==> config.mk <==
export PLATFORM = sky130hd
export DESIGN_NAME = antirrebote_botones_flat
export DESIGN_NICKNAME = d
export VERILOG_FILES = /design/src/rtl/antirrebote_botones_pkg.sv /design/src/rtl/antirrebote_botones_if.sv /design/src/rtl/antirrebote_botones_canal.sv /design/src/rtl/antirrebote_botones.sv /design/src/flat_wrapper.sv
export SDC_FILE = /design/constraint.sdc
export NUM_CORES = 1
export LEC_CHECK = 0
export CORE_ASPECT_RATIO = 1.5
export CORE_MARGIN = 2
export CORE_UTILIZATION = 60
export DETAILED_ROUTE_END_ITERATION = 10
export DONT_BUFFER_PORTS = 1
export PLACE_DENSITY_LB_ADDON = 0.08
export SLEW_MARGIN = 30
export SYNTH_ARGS = -nofsm -noshare
export SYNTH_HDL_FRONTEND = slang
export SYNTH_SLANG_ARGS = --single-unit
==> constraint.sdc <==
create_clock -name clk -period 3.15 [get_ports clk]
set_input_delay 0.4725 -clock clk [delete_from_list [all_inputs] [get_ports clk]]
set_output_delay 0.4725 -clock clk [all_outputs]
set_load 0.01 [all_outputs]
==> src/rtl/antirrebote_botones_pkg.sv <==
// Shared types and default timing for the push-button input stage.
// Default counts assume a 100 MHz clock.
package botones_pkg;

    typedef enum logic [2:0] {
        REPOSO,
        FILTRO_P,
        PULSADO,
        REPETICION,
        FILTRO_S
    } estado_boton_t;

    localparam int T_ANTIRREBOTE = 1_000_000;   // 10 ms
    localparam int T_RETARDO_REP = 50_000_000;  // 500 ms
    localparam int T_PERIODO_REP = 10_000_000;  // 100 ms

    function automatic int max3(input int a, input int b, input int c);
        int m;
        m = (a > b) ? a : b;
        return (m > c) ? m : c;
    endfunction

endpackage

==> src/rtl/antirrebote_botones_if.sv <==
// Button-side bus: raw buttons in, count pulses and debounced levels out.
interface botones_if;
    logic       S;
    logic       B;
    logic [1:0] sb;
    logic [1:0] niveles;

    modport master (output S, output B, input sb, input niveles);
    modport slave  (input S, input B, output sb, output niveles);
endinterface

==> src/rtl/antirrebote_botones_canal.sv <==
// One button channel: 2-FF synchronizer, shared debounce/repeat counter and FSM.
// pulso and nivel are next-cycle values; the top registers them.
module canal_antirrebote
    import botones_pkg::*;
#(
    parameter int DEBOUNCE_CYCLES = T_ANTIRREBOTE,
    parameter int REPEAT_DELAY    = T_RETARDO_REP,
    parameter int REPEAT_PERIOD   = T_PERIODO_REP
) (
    input  logic clk,
    input  logic rst,
    input  logic boton,
    output logic pulso,
    output logic nivel
);
    localparam int CW = $clog2(max3(DEBOUNCE_CYCLES, REPEAT_DELAY, REPEAT_PERIOD));
    localparam logic [CW-1:0] FIN_D = CW'(DEBOUNCE_CYCLES - 1);
    localparam logic [CW-1:0] FIN_R = CW'(REPEAT_DELAY - 1);
    localparam logic [CW-1:0] FIN_P = CW'(REPEAT_PERIOD - 1);

    logic [1:0]    sinc;
    logic          x;
    estado_boton_t estado, estado_sig;
    logic [CW-1:0] cnt, cnt_sig;

    assign x = sinc[1];

    always_ff @(posedge clk or negedge rst) begin
        if (!rst) begin
            sinc   <= 2'b00;
            estado <= REPOSO;
            cnt    <= '0;
        end else begin
            sinc   <= {sinc[0], boton};
            estado <= estado_sig;
            cnt    <= cnt_sig;
        end
    end

    always_comb begin
        estado_sig = estado;
        cnt_sig    = cnt;
        pulso      = 1'b0;
        case (estado)
            REPOSO:
                if (x) begin
                    estado_sig = FILTRO_P;
                    cnt_sig    = '0;
                end
            FILTRO_P:
                if (!x) estado_sig = REPOSO;
                else if (cnt == FIN_D) begin
                    estado_sig = PULSADO;
                    pulso      = 1'b1;
                    cnt_sig    = '0;
                end else cnt_sig = cnt + CW'(1);
            PULSADO:
                if (!x) begin
                    estado_sig = FILTRO_S;
                    cnt_sig    = '0;
                end else if (cnt == FIN_R) begin
                    estado_sig = REPETICION;
                    pulso      = 1'b1;
                    cnt_sig    = '0;
                end else cnt_sig = cnt + CW'(1);
            REPETICION:
                if (!x) begin
                    estado_sig = FILTRO_S;
                    cnt_sig    = '0;
                end else if (cnt == FIN_P) begin
                    pulso   = 1'b1;
                    cnt_sig = '0;
                end else cnt_sig = cnt + CW'(1);
            FILTRO_S:
                // A bounce back high restarts the repeat delay without a new pulse.
                if (x) begin
                    estado_sig = PULSADO;
                    cnt_sig    = '0;
                end else if (cnt == FIN_D) estado_sig = REPOSO;
                else cnt_sig = cnt + CW'(1);
            default: begin
                estado_sig = REPOSO;
                cnt_sig    = '0;
            end
        endcase
        nivel = (estado_sig == PULSADO) || (estado_sig == REPETICION) ||
                (estado_sig == FILTRO_S);
    end

endmodule

==> src/rtl/antirrebote_botones.sv <==
// Two debounced button channels (S = up, B = down) feeding registered
// count pulses; simultaneous pulses cancel so sb never reads 2'b11.
module antirrebote_botones
    import botones_pkg::*;
#(
    parameter int DEBOUNCE_CYCLES = T_ANTIRREBOTE,
    parameter int REPEAT_DELAY    = T_RETARDO_REP,
    parameter int REPEAT_PERIOD   = T_PERIODO_REP
) (
    input  logic     clk,
    input  logic     rst,
    botones_if.slave bus
);
    logic [1:0] boton, pulso, nivel;
    logic [1:0] sb_q, niveles_q;

    assign boton = {bus.S, bus.B};

    for (genvar i = 0; i < 2; i++) begin : g_canal
        canal_antirrebote #(
            .DEBOUNCE_CYCLES(DEBOUNCE_CYCLES),
            .REPEAT_DELAY   (REPEAT_DELAY),
            .REPEAT_PERIOD  (REPEAT_PERIOD)
        ) u_canal (
            .clk  (clk),
            .rst  (rst),
            .boton(boton[i]),
            .pulso(pulso[i]),
            .nivel(nivel[i])
        );
    end

    always_ff @(posedge clk or negedge rst) begin
        if (!rst) begin
            sb_q      <= 2'b00;
            niveles_q <= 2'b00;
        end else begin
            sb_q      <= (&pulso) ? 2'b00 : pulso;
            niveles_q <= nivel;
        end
    end

    assign bus.sb      = sb_q;
    assign bus.niveles = niveles_q;

endmodule
==> src/flat_wrapper.sv <==
// flat-port wrapper written by rule: the top's interface ports become plain ports
module antirrebote_botones_flat import botones_pkg::*;
#(
    parameter int DEBOUNCE_CYCLES = T_ANTIRREBOTE,
    parameter int REPEAT_DELAY    = T_RETARDO_REP,
    parameter int REPEAT_PERIOD   = T_PERIODO_REP
)
  (clk, rst, bus_S, bus_B, bus_sb, bus_niveles);
  botones_if bus_i ();
  input  logic clk;
  input  logic rst;
  input wire logic [$bits(bus_i.S)-1:0] bus_S;
  input wire logic [$bits(bus_i.B)-1:0] bus_B;
  output wire logic [$bits(bus_i.sb)-1:0] bus_sb;
  output wire logic [$bits(bus_i.niveles)-1:0] bus_niveles;
  assign bus_i.S = bus_S;
  assign bus_i.B = bus_B;
  assign bus_sb = bus_i.sb;
  assign bus_niveles = bus_i.niveles;
  antirrebote_botones #(.DEBOUNCE_CYCLES(DEBOUNCE_CYCLES), .REPEAT_DELAY(REPEAT_DELAY), .REPEAT_PERIOD(REPEAT_PERIOD)) u_core (.clk(clk), .rst(rst), .bus(bus_i));
endmodule
==> flow_summary.ini <==
[sta]
finalCritPeriodShare_pct = 94.3
tightestPinTransition_ns = 0.846
slew_headroom_pct = 43.1
finalSetupViolations = 0
setup_tns_ns = 0
report.final.hold_viol_count = 0
grt_setup_unrepaired = no
max_freq_mhz = 337
report.final.slew_viol_count = 0
worst_clock_skew_ns = 0.00946
period_needed_ns = 2.97

[floorplanning]
rows = 37
ioPinCount = 8
die_h_um = 108
die_w_um = 73.0
core_area_mm2 = 0.00690
die_area_mm2 = 0.00785
initial_core_util_pct = 62.1

[setup_path]
critPathMaxStageDelay_ns = 0.60
crit_chain = ha_1, nand3_1, or4b_4, o41ai_2, a211oi_4, buf_6, nor2_8, o311ai_0
crit_required_ns = 3.37
worstPathArrival_ns = 3.19
cp-end-kind = flip-flop
criticalPathCategory = reg -> reg
crit_path_start_kind = flip-flop
cp_top_family = simple AND/OR/NAND/NOR gates
critPathSlowestCell = or4b_4
worstPathBufferInverterCount = 1
critPathMaxFanout = 17

[finish]
area_delta_synth_final_pct = 7.41
finalNonFillerCells = 581
n_antenna_cell = 0
drive_gt1_share_pct = 15.3
fill_cells = 592
fin_nets = 504

[synth]
yosysTopAreaCell = dfrtp_1
ys_async_sr_fraction_pct = 100
synthCells = 491
yosysMostFrequentCell = nand2_1
synth_cell_types = 66
synth.top_cell.area_share_pct = 38.5
ys_top_cells_by_count = nand2_1, dfrtp_1, nor2_1, nor3_1, nand3_1
synth-seq-area-share_pct = 38.5
yosys_most_used_dff = dfrtp_1
avgSynthCellArea_um2 = 8.73
synth.cell_area_mm2 = 0.00429
yosysWarnings = 0
synth_nets = 497
synthTopCellsByArea = dfrtp_1, nand2_1, nor2_1
synth-edff-count = 0
ys_seq_elements = 66

[placed_design]
gp_routability_congestion = 0.917
io_buffers = 0
dp_hpwl_mm = 7.88
dp.cells = 562

[global_route]
overflow = 0
grt_max_degree = 67
grt_pass1_wl_mm = 18.3
grt_pass1_vias = 3821
antenna_found_initial = 0
track_usage_pct = 30.4

[cts]
cts_max_level = 3
ctsResizeCount = 0
clock_latency_ns = 0.36
cts_tree = yes
clk_pin_slew_ns = 0.07
clock-root-buffer = clkbuf_8
cts.sinks = 66
cts.path.max_buffers = 2
cts-buffers-inserted = 9

[route]
wl_per_cell_um = 18.7
vias_per_cell = 6.64
routed_wirelength_mm = 10.9
first_iter_violations = 267
firstDrtPassIters = 5
ant_nets = 0
drc_errors = 0
num_vias = 3856

[flow_run]
drv_cap = 0

[status]
outcome = finished, final reports clean

[power]
ir_drop_mv = 0.373
leakage_nw = 1.77
p_per_area_mw_per_mm2 = 420

[worst_hold_path]
min_path_type = in -> reg
## metrics by stage
step	utilization [%]	power (mW)	setup slack (ns)	hold WS [ns]	cell area (µm²)
finish	66.8	1.94	0.179	0.143	4600
global route	66.8	2.03	0.00777	0.123	4600
CTS	66.5	1.94	0.233	0.129	4590
detailed placement	63.5	1.28	0.231	0.178	4380
global placement	63.5	1.27	0.325	0.178	4380
floorplan	-	1.22	0.623	0.177	4290
## logic make-up after synthesis
group                    share of synthesized area, %
adder cells (fa/ha/maj)                         0.584
AO/OA/AOI/OAI                                    18.0
buffers and inverters                            4.79
AND/OR/NAND/NOR                                  34.6
flip-flops                                       38.5
XOR/XNOR                                         3.47
## area by class of cell
class	instances	area [µm²]	share of cell area, %
Inverter	14	52.6	1.14
Sequential cell	66	1650	35.9
Multi-Input combinational cell	387	2440	53.0
Timing Repair Buffer	20	189	4.10
Clock inverter	5	30.0	0.652
Tap cell	78	97.6	2.12
Clock buffer	11	141	3.07
## placed cells by master (no fill, tap or decap), types with 4 or more instances in the layout
master / n
nand2_1: 74
dfrtp_1: 66
nor2_1: 42
nor3_1: 29
nand3_1: 27
xnor2_1: 17
buf_4: 16
nand4_1: 15
o211ai_1: 15
inv_1: 14
nor4_1: 14
o21ai_0: 12
a21oi_1: 11
and3_1: 10
o211ai_2: 10
clkbuf_8: 10
nor3b_1: 7
or2_2: 6
nor4b_1: 5
nor2b_1: 5
or3_1: 4
o21a_1: 4
nand2b_1: 4
o311ai_0: 4
o21ai_2: 4
## metal layers
layer  vias to the layer above  part of all wire (%)  GRT usage, %
li1                       1837                     -             -
met4                         0                   5.4          21.0
met3                        44                   3.9          4.96
met1                      1852                    37          32.0
met5                         -                     0             0
met2                       123                    54          53.5
## power by group
part,switching [mW],internal [mW],total [mW]
sequential,0.0564,0.887,0.943
clock,0.336,0.303,0.639
combinational,0.246,0.108,0.354
## registers in the layout, summed over array words and instances (netlist names)
name,flops
u_core.bus.sb,2
u_core.g_canal.u_canal.estado,6
u_core.g_canal.u_canal.sinc,4
u_core.g_canal.u_canal.cnt,52
u_core.bus.niveles,2
## path summary, 6_finish.rpt
kind	start	end	slack [ns]	depth (start not counted)
setup / recovery	u_core.g_canal[1].u_canal.cnt[0]	u_core.g_canal[1].u_canal.cnt[2]	0.18	8
hold / removal	bus_B	u_core.g_canal[0].u_canal.sinc[0]	0.14	0
setup reg to reg	u_core.g_canal[1].u_canal.cnt[0]	u_core.g_canal[1].u_canal.cnt[2]	0.18	8
hold reg to reg	u_core.g_canal[0].u_canal.sinc[0]	u_core.g_canal[0].u_canal.sinc[1]	0.36	0
max in group asynchronous	rst	u_core.g_canal[1].u_canal.cnt[13]	2.22	2
min in group asynchronous	rst	u_core.g_canal[0].u_canal.cnt[4]	0.64	2
## what timing repair did
action	in CTS	in global routing
hold buffers	2	0
setup buffers	0	0
endpoints found under the hold margin	66	0
Note: power is estimated with default switching activity, not from simulation.
